`config.mk`:
```
export PLATFORM = sky130hd
export DESIGN_NAME = segment_scan_decoder_flat
export DESIGN_NICKNAME = d
export VERILOG_FILES = /design/src/rtl/segment_scan_decoder_pkg.sv /design/src/rtl/segment_scan_decoder_if.sv /design/src/rtl/segment_scan_decoder_to_bcd.sv /design/src/rtl/segment_scan_decoder.sv /design/src/flat_wrapper.sv
export SDC_FILE = /design/constraint.sdc
export NUM_CORES = 1
export LEC_CHECK = 0
export BUFFER_PORTS_ARGS = -buffer_cell sky130_fd_sc_hd__buf_2
export CORE_MARGIN = 5
export CORE_UTILIZATION = 50
export DETAILED_ROUTE_END_ITERATION = 8
export PLACE_DENSITY = 0.76
export RECOVER_POWER = 100
export SLEW_MARGIN = 0
export SYNTH_ARGS = -nofsm -noshare
export SYNTH_HDL_FRONTEND = slang
export SYNTH_SLANG_ARGS = --single-unit
```
`constraint.sdc`:
```
create_clock -name clk -period 2.7 [get_ports clk]
set_clock_uncertainty 0.15 [all_clocks]
set_input_delay 0 -clock clk [delete_from_list [all_inputs] [get_ports clk]]
set_output_delay 0 -clock clk [all_outputs]
set_load 0.1 [all_outputs]
```
`src/rtl/segment_scan_decoder_pkg.sv`:
```
`default_nettype none
// +----------------------------------------------------------------------+
// | Package : seg_scan_pkg                                               |
// | Brief   : Segment codes, BCD specials and FSM states shared by the   |
// |           7-segment scan decoder and its sub-module.                 |
// | Rev     : 1.0  initial release                                       |
// +----------------------------------------------------------------------+
package seg_scan_pkg;

  // Active-low segment codes, bit order dp-G-F-E-D-C-B-A (dp unlit)
  localparam logic [7:0] SEG_0   = 8'hC0;
  localparam logic [7:0] SEG_1   = 8'hF9;
  localparam logic [7:0] SEG_2   = 8'hA4;
  localparam logic [7:0] SEG_3   = 8'hB0;
  localparam logic [7:0] SEG_4   = 8'h99;
  localparam logic [7:0] SEG_5   = 8'h92;
  localparam logic [7:0] SEG_6   = 8'h82;
  localparam logic [7:0] SEG_7   = 8'hF8;
  localparam logic [7:0] SEG_8   = 8'h80;
  localparam logic [7:0] SEG_9   = 8'h90;
  localparam logic [7:0] SEG_DP  = 8'h7F;
  localparam logic [7:0] SEG_OFF = 8'hFF;

  // Nibble values reported for the two non-numeric legal patterns
  localparam logic [3:0] BCD_DP    = 4'hA;
  localparam logic [3:0] BCD_BLANK = 4'hF;

  // Scan FSM encoding
  localparam logic [1:0] ST_IDLE  = 2'd0;
  localparam logic [1:0] ST_TRACK = 2'd1;
  localparam logic [1:0] ST_DONE  = 2'd2;

endpackage
`default_nettype wire

```
`src/rtl/segment_scan_decoder_if.sv`:
```
`default_nettype none
// +----------------------------------------------------------------------+
// | Interface : segment_scan_decoder_if                                  |
// | Brief     : Display bus (anodes + segments) and decoded results.     |
// | Rev       : 1.0  initial release                                     |
// +----------------------------------------------------------------------+
interface segment_scan_decoder_if #(
  parameter int DIGITS = 8
);
  logic [DIGITS-1:0]   an;
  logic [7:0]          seg_data;
  logic [4*DIGITS-1:0] digits_bcd;
  logic [DIGITS-1:0]   dp_flags;
  logic [DIGITS-1:0]   digit_valid;
  logic                frame_done;
  logic                err_pattern;
  logic                err_anode;

  // Display driver side: drives the bus, observes decoded results
  modport master (
    output an, seg_data,
    input  digits_bcd, dp_flags, digit_valid, frame_done, err_pattern, err_anode
  );

  // Decoder side
  modport slave (
    input  an, seg_data,
    output digits_bcd, dp_flags, digit_valid, frame_done, err_pattern, err_anode
  );
endinterface
`default_nettype wire

```
`src/rtl/segment_scan_decoder_to_bcd.sv`:
```
`default_nettype none
// +----------------------------------------------------------------------+
// | Module : segment_to_bcd                                              |
// | Brief  : Inverts the active-low G..A segment pattern to a BCD digit. |
// | Rev    : 1.0  initial release                                        |
// +----------------------------------------------------------------------+
module segment_to_bcd
  import seg_scan_pkg::*;
(
  input  wire logic [6:0] i_seg,
  output logic            o_legal,
  output logic [3:0]      o_bcd
);

  // Pattern lookup; anything not a digit 0-9 is flagged illegal
  always_comb begin
    o_legal = 1'b1;
    o_bcd   = 4'h0;
    case (i_seg)
      SEG_0[6:0]: o_bcd = 4'd0;
      SEG_1[6:0]: o_bcd = 4'd1;
      SEG_2[6:0]: o_bcd = 4'd2;
      SEG_3[6:0]: o_bcd = 4'd3;
      SEG_4[6:0]: o_bcd = 4'd4;
      SEG_5[6:0]: o_bcd = 4'd5;
      SEG_6[6:0]: o_bcd = 4'd6;
      SEG_7[6:0]: o_bcd = 4'd7;
      SEG_8[6:0]: o_bcd = 4'd8;
      SEG_9[6:0]: o_bcd = 4'd9;
      default:    o_legal = 1'b0;
    endcase
  end

endmodule
`default_nettype wire

```
`src/rtl/segment_scan_decoder.sv`:
```
`default_nettype none
// +----------------------------------------------------------------------+
// | Module : segment_scan_decoder                                        |
// | Brief  : Samples a multiplexed 7-segment bus, waits for each digit   |
// |          dwell to settle and captures BCD + dp per digit.            |
// | Rev    : 1.0  initial release                                        |
// +----------------------------------------------------------------------+
module segment_scan_decoder
  import seg_scan_pkg::*;
#(
  parameter int DIGITS     = 8,
  parameter int STABLE_CNT = 4
) (
  input  wire logic              clk,
  input  wire logic              rst_n,
  segment_scan_decoder_if.slave  bus
);

  localparam int                CW        = $clog2(STABLE_CNT);
  localparam logic [CW-1:0]     C_CNT_MAX = CW'(STABLE_CNT - 1);
  localparam logic [CW-1:0]     C_CNT_ONE = CW'(1);
  localparam logic [DIGITS-1:0] C_ONE     = DIGITS'(1);

  logic [DIGITS-1:0]   r_an_q, r_an_prev;
  logic [7:0]          r_seg_q, r_seg_prev;
  logic [CW-1:0]       r_cnt;
  logic [1:0]          r_state, w_state_nxt;
  logic [4*DIGITS-1:0] r_bcd;
  logic [DIGITS-1:0]   r_dp, r_valid, r_seen;
  logic                r_frame_done, r_err_pattern, r_err_anode;

  logic                w_change, w_blank_an, w_multi, w_onehot, w_capture;
  logic [DIGITS-1:0]   w_low, w_seen_nxt;
  logic                w_dec_legal, w_cap_legal, w_cap_dp;
  logic [3:0]          w_dec_bcd, w_cap_nib;

  segment_to_bcd u_to_bcd (
    .i_seg   (r_seg_q[6:0]),
    .o_legal (w_dec_legal),
    .o_bcd   (w_dec_bcd)
  );

  assign w_change   = (r_an_q != r_an_prev) || (r_seg_q != r_seg_prev);
  assign w_blank_an = &r_an_q;
  assign w_low      = ~r_an_q;
  // Clearing the lowest set bit leaves something only if two or more were set
  assign w_multi    = |(w_low & (w_low - C_ONE));
  assign w_onehot   = (|w_low) && !w_multi;
  // The saturated count describes the previous samples; a change this cycle voids it
  assign w_capture  = (r_state == ST_TRACK) && !w_change && (r_cnt == C_CNT_MAX) && !w_blank_an;
  assign w_seen_nxt = r_seen | w_low;

  // Resolve the captured value, including the dp-only and blank specials
  always_comb begin
    w_cap_legal = w_dec_legal;
    w_cap_nib   = w_dec_bcd;
    w_cap_dp    = ~r_seg_q[7];
    if (r_seg_q == SEG_DP) begin
      w_cap_legal = 1'b1;
      w_cap_nib   = BCD_DP;
      w_cap_dp    = 1'b1;
    end else if (r_seg_q == SEG_OFF) begin
      w_cap_legal = 1'b1;
      w_cap_nib   = BCD_BLANK;
      w_cap_dp    = 1'b0;
    end
  end

  // Input registers, one-cycle history and saturating stability counter
  always_ff @(posedge clk) begin
    if (!rst_n) begin
      r_an_q     <= '1;
      r_an_prev  <= '1;
      r_seg_q    <= SEG_OFF;
      r_seg_prev <= SEG_OFF;
      r_cnt      <= '0;
    end else begin
      r_an_q     <= bus.an;
      r_seg_q    <= bus.seg_data;
      r_an_prev  <= r_an_q;
      r_seg_prev <= r_seg_q;
      if (w_change)
        r_cnt <= '0;
      else if (r_cnt != C_CNT_MAX)
        r_cnt <= r_cnt + C_CNT_ONE;
    end
  end

  // Next-state logic: one capture per dwell, blank anodes park in IDLE
  always_comb begin
    w_state_nxt = r_state;
    case (r_state)
      ST_IDLE:  if (w_change && !w_blank_an) w_state_nxt = ST_TRACK;
      ST_TRACK: if (w_change)                w_state_nxt = w_blank_an ? ST_IDLE : ST_TRACK;
                else if (w_capture)          w_state_nxt = ST_DONE;
      ST_DONE:  if (w_change)                w_state_nxt = w_blank_an ? ST_IDLE : ST_TRACK;
      default:                               w_state_nxt = ST_IDLE;
    endcase
  end

  // State register
  always_ff @(posedge clk) begin
    if (!rst_n) r_state <= ST_IDLE;
    else        r_state <= w_state_nxt;
  end

  // Capture action: per-digit storage, frame tracking and error pulses
  always_ff @(posedge clk) begin
    if (!rst_n) begin
      r_bcd         <= '1;
      r_dp          <= '0;
      r_valid       <= '0;
      r_seen        <= '0;
      r_frame_done  <= 1'b0;
      r_err_pattern <= 1'b0;
      r_err_anode   <= 1'b0;
    end else begin
      r_frame_done  <= 1'b0;
      r_err_pattern <= 1'b0;
      r_err_anode   <= 1'b0;
      if (w_capture) begin
        if (w_multi) begin
          r_err_anode <= 1'b1;
        end else if (w_onehot) begin
          if (w_cap_legal) begin
            for (int i = 0; i < DIGITS; i++)
              if (w_low[i]) r_bcd[4*i +: 4] <= w_cap_nib;
            r_dp    <= (r_dp & ~w_low) | (w_low & {DIGITS{w_cap_dp}});
            r_valid <= r_valid | w_low;
            if (&w_seen_nxt) begin
              r_frame_done <= 1'b1;
              r_seen       <= '0;
            end else begin
              r_seen <= w_seen_nxt;
            end
          end else begin
            r_err_pattern <= 1'b1;
            r_valid       <= r_valid & ~w_low;
          end
        end
      end
    end
  end

  assign bus.digits_bcd  = r_bcd;
  assign bus.dp_flags    = r_dp;
  assign bus.digit_valid = r_valid;
  assign bus.frame_done  = r_frame_done;
  assign bus.err_pattern = r_err_pattern;
  assign bus.err_anode   = r_err_anode;

endmodule
`default_nettype wire

```
`src/flat_wrapper.sv`:
```
// flat-port wrapper written by rule: the top's interface ports become plain ports
module segment_scan_decoder_flat import seg_scan_pkg::*;
#(
  parameter int DIGITS     = 8,
  parameter int STABLE_CNT = 4
)
  (clk, rst_n, bus_an, bus_seg_data, bus_digits_bcd, bus_dp_flags, bus_digit_valid, bus_frame_done, bus_err_pattern, bus_err_anode);
  segment_scan_decoder_if #(.DIGITS(DIGITS)) bus_i ();
  input  wire logic clk;
  input  wire logic rst_n;
  input wire logic [$bits(bus_i.an)-1:0] bus_an;
  input wire logic [$bits(bus_i.seg_data)-1:0] bus_seg_data;
  output wire logic [$bits(bus_i.digits_bcd)-1:0] bus_digits_bcd;
  output wire logic [$bits(bus_i.dp_flags)-1:0] bus_dp_flags;
  output wire logic [$bits(bus_i.digit_valid)-1:0] bus_digit_valid;
  output wire logic [$bits(bus_i.frame_done)-1:0] bus_frame_done;
  output wire logic [$bits(bus_i.err_pattern)-1:0] bus_err_pattern;
  output wire logic [$bits(bus_i.err_anode)-1:0] bus_err_anode;
  assign bus_i.an = bus_an;
  assign bus_i.seg_data = bus_seg_data;
  assign bus_digits_bcd = bus_i.digits_bcd;
  assign bus_dp_flags = bus_i.dp_flags;
  assign bus_digit_valid = bus_i.digit_valid;
  assign bus_frame_done = bus_i.frame_done;
  assign bus_err_pattern = bus_i.err_pattern;
  assign bus_err_anode = bus_i.err_anode;
  segment_scan_decoder #(.DIGITS(DIGITS), .STABLE_CNT(STABLE_CNT)) u_core (.clk(clk), .rst_n(rst_n), .bus(bus_i));
endmodule
```
==> summary.md, run 1 <==
| Metric | Value |
|---|---|
| Status | finished, final reports clean |
| Residual DRC | 0 |
| Critical Path End | u_core.r_seen[3]$_SDFFE_PN0P_ |
| Num rows | 31 |
| R2r startpoint | u_core.r_seg_q[4]$_SDFF_PN1_ |
| Reg2reg path depth | 8 |
| RSZ-0062 raised after global routing | yes |
| Switching power | 0.670 mW |
| Routed Antenna Nets | 0 |
| I/O pin cnt | slightly below 70 |
| Data required, critical path | 2.87 ns |
| Chip height | 97.4 um |
| Largest net degree at the start of global routing | 37 |
| Peak VDD IR | 0.000320 V |
| Initial antenna violation count | 0 |
| Starting Density | 52.1% |
| Predominant post-synthesis flop cell | dfxtp_1 |
| Post-Synthesis Mean Instance Area | 9.99 um^2 |
| Die W | 97.4 um |
| Vias | 3087 |
| Share of layout cells above drive strength 1 | 15.3% |
| # diodes | 0 |
| CTS root buf | clkbuf_8 |
| Place WS | about 0.055 ns |
| Net Sw Frac | 26.3% |
| H-Tree Depth | 3 |
| Comb power frac | approximately 8.5% |
| Crit path from | u_core.r_seg_q[4]$_SDFF_PN1_ |
| Area added between synthesis and finish | 24.5% |
| DRT met1 WL | 4.04 mm |
| Met2 wire len | 4.06 mm |
| Critical path class | register to register |
| Final hold violations | 0 |
| Vias in the first global route | ~3000 |
| CTS tree | done |
| Final nets | 505 |
| WL/cell | 14.9 um |
| Fin worst setup slack | 0.0433 ns |
| WL final | between 8 and 9 mm |
| Internal power | 1.88 mW |
| Max clock buf depth | 2 |
| Crit path time final | 2.66 ns |
| Pre-Repair DR Iteration Count | 6 |
| Post-synthesis cell area | roughly 0.0038 mm^2 |
| Synthesized flop and latch total | 95 |
| Reg clk slew, reported paths | about 0.10 ns |
| Netlist cell types | 45 |
| Sequential power share | 56.7% |
| Placer Congestion | 0.859 |
| Fmax | between 300 and 400 MHz |
| Global-route wire length before repair | 14.6 mm |
| DR WL met3 | slightly above 500 um |
| WHS | 0.197 ns |
| Critical Path Source Type | register |
| Die area | 0.00948 mm^2 |
| Post-Syn Nets | 401 |
| Sequential share of the synthesized area | between 40% and 50% |
| Clock Latency Late Sink | 0.38 ns |
| Total gr overflow | 0 |
| Count of pins over their slew limit | 0 |
| Flop-to-flop setup slack | 0.04 ns |
| Final Setup Violations | 0 |
| Pwr Density | 536 mW/mm^2 |
| DR iter-0 viols | 146 |
| YS warnings | 0 |
| Top Layer Used | met4 |
| Number of enable flip-flop cells after synthesis | 0 |
| WP data arrival | 2.82 ns |
| Critical path endpoint category | register |
| RR Endpoint | u_core.r_seen[3]$_SDFFE_PN0P_ |
| Port Buffers | 68 |
| Core Util, Final | 64.8% |
| Sum Neg Setup Slack | 0 ns |
| Clk sinks | between 90 and 100 |
| Clk pwr share | between 30% and 40% |
| Design Power | 2.55 mW |
| Vias per cell | 5.23 |
| Total of max-cap violations | 0 |
| Leak pwr | 1.76 nW |
| Hold path depth | 3 |
| Relative slew margins | roughly an eighth |
| Final period utilization | 98.4% |
| Total track usage | 18.8% |
| Hold Path Class | input pin to register |
| DP Wirelength | about 6.2 mm |
| Fill cells | 619 |
| Async S/R FF share, synth | 0% |
| Worst-path fanout max | 7 |
| Core area | around 0.0073 mm^2 |
| TritonCTS Buffers | 9 |
| Syn Inst Count | ~380 |
| Slew @ Worst Pin | ~1.3 ns |
-- worst min path at each step --
stage	startpoint	to	slack, ns
2_1_floorplan	bus_an[0]	u_core.r_an_q[0]$_SDFF_PN1_	-0.05
3_3_place_gp	bus_seg_data[6]	u_core.r_seg_q[6]$_SDFF_PN1_	0.03
3_5_place_dp	bus_seg_data[1]	u_core.r_seg_q[1]$_SDFF_PN1_	0.03
4_1_cts	bus_seg_data[1]	u_core.r_seg_q[1]$_SDFF_PN1_	0.18
5_1_grt	bus_an[5]	u_core.r_an_q[5]$_SDFF_PN1_	0.21
6_report	bus_seg_data[1]	u_core.r_seg_q[1]$_SDFF_PN1_	0.20
-- layout make-up --
class	count	area (um^2)	area share, %
Sequential cell	95	1910	40.1
Timing Repair Buffer	122	738	15.5
Clock buffer	9	124	2.61
Inverter	9	33.8	0.711
Tap cell	99	124	2.61
Clock inverter	7	60.1	1.26
Multi-Input combinational cell	249	1770	37.2
-- cell families (layout without fill, tap and decap cells) --
group,Yosys count,after routing,share of synthesized area (%)
adder cells (fa/ha/maj),2,2,0.590
AO/OA/AOI/OAI,64,64,11.5
AND/OR/NAND/NOR,132,132,21.2
flip-flops,95,95,49.8
multiplexers,33,33,8.65
buffers and inverters,38,147,4.16
XOR/XNOR,18,18,4.13
-- timing repair --
action / CTS / global route
endpoints found under the setup margin: 0 / 31
hold buffers: 22 / 0
hold endpoints to repair: 30 / 0
gates resized for setup: 0 / 6
buffers inserted: 0 / 5
-- cell usage in the layout, fill, tap and decap left out, types with 3 or more instances in the layout --
| cell type | Yosys | routed |
|---|---|---|
| o21ai_0 | 7 | 7 |
| nand2_1 | 34 | 34 |
| nand3_1 | 5 | 5 |
| nor2b_1 | 24 | 24 |
| nor3_1 | 8 | 8 |
| nor4_1 | 5 | 5 |
| o31ai_1 | 8 | 8 |
| clkbuf_8 | 0 | 9 |
| clkbuf_1 | 24 | 55 |
| o21ai_1 | 8 | 8 |
| o211ai_1 | 16 | 16 |
| xor2_1 | 17 | 17 |
| dfxtp_1 | 95 | 94 |
| inv_1 | 9 | 9 |
| buf_2 | 1 | 17 |
| nor2_4 | 6 | 6 |
| o21a_1 | 9 | 8 |
| nand4_1 | 3 | 3 |
| mux2i_1 | 33 | 33 |
| dlygate4sd3_1 | 0 | 22 |
| inv_6 | 0 | 4 |
| and4_1 | 3 | 3 |
| a21oi_1 | 3 | 3 |
| o22ai_1 | 4 | 4 |
| nand2b_1 | 25 | 25 |
| buf_4 | 0 | 26 |
-- cell usage after synthesis (7+ instances only) --
| master | count | area share, % |
|---|---|---|
| clkbuf_1 | 24 | 2.4 |
| dfxtp_1 | 95 | 50 |
| inv_1 | 9 | 0.88 |
| mux2i_1 | 33 | 8.7 |
| nand2_1 | 34 | 3.3 |
| nand2b_1 | 25 | 4.1 |
| nor2b_1 | 24 | 3.9 |
| nor3_1 | 8 | 1.0 |
| o211ai_1 | 16 | 3.1 |
| o21a_1 | 9 | 1.8 |
| o21ai_0 | 7 | 0.92 |
| o21ai_1 | 8 | 1.0 |
| o31ai_1 | 8 | 1.6 |
| xor2_1 | 17 | 3.9 |
-- layer usage --
| metal | global-route usage, % | vias to the layer above |
|---|---|---|
| li1 | - | 1537 |
| met1 | 24.3 | 1437 |
| met2 | 30.0 | 100 |
| met3 | 3.95 | 13 |
| met4 | 8.41 | 0 |
| met5 | 0 | - |
-- critical path: stages, from the launching register on --
cell      delay (ns)
dfxtp_4         0.36
or4b_4          0.53
a211o_1         0.27
and3_4          0.17
a2111o_1        0.49
buf_12          0.20
nor2_4          0.20
buf_4           0.14
o21a_1          0.10
-- power by group through the flow --
| stage | Clock (mW) | Sequential (mW) | Combinational [mW] |
|---|---|---|---|
| floorplan | 0 | 1.46 | 0.133 |
| global placement | 0 | 1.48 | 0.186 |
| detailed placement | 0 | 1.48 | 0.186 |
| CTS | 0.905 | 1.45 | 0.212 |
| global route | 0.951 | 1.45 | 0.237 |
| finish | 0.888 | 1.45 | 0.216 |
-- metrics by stage --
stage / instances / cell area (um^2)
2_1_floorplan: 382 / 3820
3_3_place_gp: 547 / 4370
3_5_place_dp: 547 / 4370
4_1_cts: 585 / 4780
5_1_grt: 590 / 4750
6_report: 590 / 4750
(Power assumes the default switching activity.)
==> run 2: changes to the inputs <==
Settings changed: CORE_MARGIN 5 to 3.
==> summary.md, run 2 (synthesis results as in run 1) <==
| Metric | Value |
|---|---|
| Starting Density | 52.1% (unchanged) |
| Clock Latency Late Sink | 0.36 ns (-0.02 ns) |
| Post-Place Cells | 541 (-1.1%) |
| R2r startpoint | u_core.r_seg_q[4]$_SDFF_PN1_ |
| CTS root buf | clkbuf_8 |
| Count of pins over their slew limit | 0 (unchanged) |
| Hold_sp | bus_an[3] |
| Critical path endpoint category | register |
| Max clock buf depth | 2 (unchanged) |
| Slew @ Worst Pin | 1.19 ns (-0.134 ns) |
| Clk sinks | 95 (unchanged) |
| Die area | 0.00872 mm^2 (-8.0%) |
| Top cell by count, worst path | o21a_1 |
| Total of max-cap violations | 0 (unchanged) |
| I/O pin cnt | 69 (unchanged) |
| TritonCTS Buffers | 9 (unchanged) |
| Critical path class | register to register |
| Peak VDD IR | 0.000301 V (-6.0%) |
| CTS tree | done |
| Critical Path Source Type | register |
| Chip height | 93.4 um (-4.1%) |
| Final nets | 498 (-1.4%) |
| Placed cell area | 0.00433 mm^2 (-1.0%) |
| Vias in the first global route | 3072 (+2.5%) |
| Sum Neg Setup Slack | 0 ns (unchanged) |
| Routed Antenna Nets | 0 (unchanged) |
| Residual DRC | 0 (unchanged) |
| Final period utilization | 96.2% (-2.2 points) |
| Pwr Density | 536 mW/mm^2 (-0.16%) |
| Fill cells | 655 (+5.8%) |
| Hold Path Class | input pin to register |
| Pre-Repair DR Iteration Count | 4 (-2) |
| Area occupied by registers | 0.00190 mm^2 (-0.13%) |
| Largest net degree at the start of global routing | 52 (+41%) |
| Leak pwr | 1.66 nW (-5.4%) |
| Total gr overflow | 0 (unchanged) |
| Die W | 93.4 um (-4.1%) |
| Final Setup Violations | 0 (unchanged) |
| Area occupied by multi-input gates | 0.00176 mm^2 (-0.21%) |
| Global-route wire length before repair | 14.4 mm (-1.7%) |
| # diodes | 0 (unchanged) |
| Worst-path fanout max | 17 (+10) |
| Status | finished, final reports clean |
| Fin cells | 583 (-1.2%) |
| Design Area, Final | 0.00469 mm^2 (-1.2%) |
| Crit path cell chain | or4b_1 > a211o_1 > and3_1 > a2111o_1 > buf_6 > o21a_1 > o21a_1 |
| WP data arrival | 2.71 ns (-0.11 ns) |
| Num rows | 31 (unchanged) |
| Total track usage | 20.8% (+2.0 points) |
| RSZ-0062 raised after global routing | no |
| Relative slew margins | 21.3% (+9.3 points) |
| Core Util, Final | 64.0% (-0.80 points) |
| Initial antenna violation count | 0 (unchanged) |
| Area added between synthesis and finish | 22.9% |
| Fmax | 385 MHz (+2.3%) |
| WP buf/inv | 1 (-1) |
| Commonest non-fill, non-tap cell in the layout | dfxtp_1 |
| Data required, critical path | 2.81 ns (-0.06 ns) |
| Share of layout cells above drive strength 1 | 13.8% (-1.4 points) |
| Crit path from | u_core.r_seg_q[4]$_SDFF_PN1_ |
| Critical path's top delay family | compound AO/OA/AOI/OAI gates |
| Vias | 3055 (-1.0%) |
| Design Power | 2.51 mW (-1.4%) |
| Worst path max stage delay | 0.52 ns (about the same) |
| Vias per cell | 5.24 (+0.15%) |
| H-Tree Depth | 3 (unchanged) |
| DR iter-0 viols | 114 (-22%) |
| Placer Congestion | 0.797 (-7.2%) |
| DP Wirelength | 5.91 mm (-5.0%) |
| Core area | 0.00733 mm^2 (unchanged) |
| WL/cell | 14.6 um (-2.2%) |
| Final hold violations | 0 (unchanged) |
| Crit path time final | 2.60 ns (-0.0591 ns) |
| Crit-path slowest cell | or4b_1 |
| Reg clk slew, reported paths | 0.09 ns (about the same) |
| Port Buffers | 68 (unchanged) |
| Commonest cells after routing, fill and taps aside | dfxtp_1, clkbuf_1, nand2_1 |
| WL final | 8.51 mm (-3.4%) |
run 2: final timing paths:
path | cells past startpoint | end | slack, ns
worst max-delay path | 7 | u_core.r_seen[6]$_SDFFE_PN0P_ | 0.10
worst max register to register | 7 | u_core.r_seen[6]$_SDFFE_PN0P_ | 0.10
worst min register to register | 2 | register | 0.31
worst min-delay path | 3 | u_core.r_an_q[3]$_SDFF_PN1_ | 0.20
run 2: cell type report:
| type | instances | area share [%] |
|---|---|---|
| tap | 99 | 2.64 |
| multi-input combinational | 249 | 37.6 |
| timing repair buffer | 115 | 14.7 |
| clock buffer | 9 | 2.64 |
| clock inverter | 7 | 1.17 |
| inverter | 9 | 0.720 |
| sequential | 95 | 40.5 |
run 2: where the power goes:
| group | switching, mW | total (mW) | internal (mW) |
|---|---|---|---|
| Clock | 0.510 | 0.854 | 0.344 |
| Sequential | 0.0254 | 1.45 | 1.42 |
| Combinational | 0.110 | 0.211 | 0.101 |
run 2: per-layer routing:
layer  GRT usage [%]  vias to the layer above  part of all wire, %
li1                -                     1522                    -
met1            26.7                     1434                   45
met2            33.9                       87                   49
met3            3.70                       12                  5.4
met4            9.65                        0                  1.5
met5               0                        -                    0
run 2: tightest hold or removal path, delay by kind of cell:
family	cells	cell delay, ns
buffers and inverters	2	0.61
and+or+nand+nor	1	0.08
run 2: what timing repair did:
action | in CTS | in global routing
gates resized for setup | 0 | 5
endpoints found under the setup margin | 0 | 17
buffers inserted | 0 | 0
endpoints found under the hold margin | 25 | 0
hold buffers | 26 | 0
run 2: per-stage QoR:
step           setup slack (ns)  hold WS (ns)
6_report                  0.102         0.200
5_1_grt                  0.0147         0.202
4_1_cts                  0.0970         0.182
3_5_place_dp              0.108        0.0333
3_3_place_gp              0.156        0.0336
2_1_floorplan             0.182       -0.0485
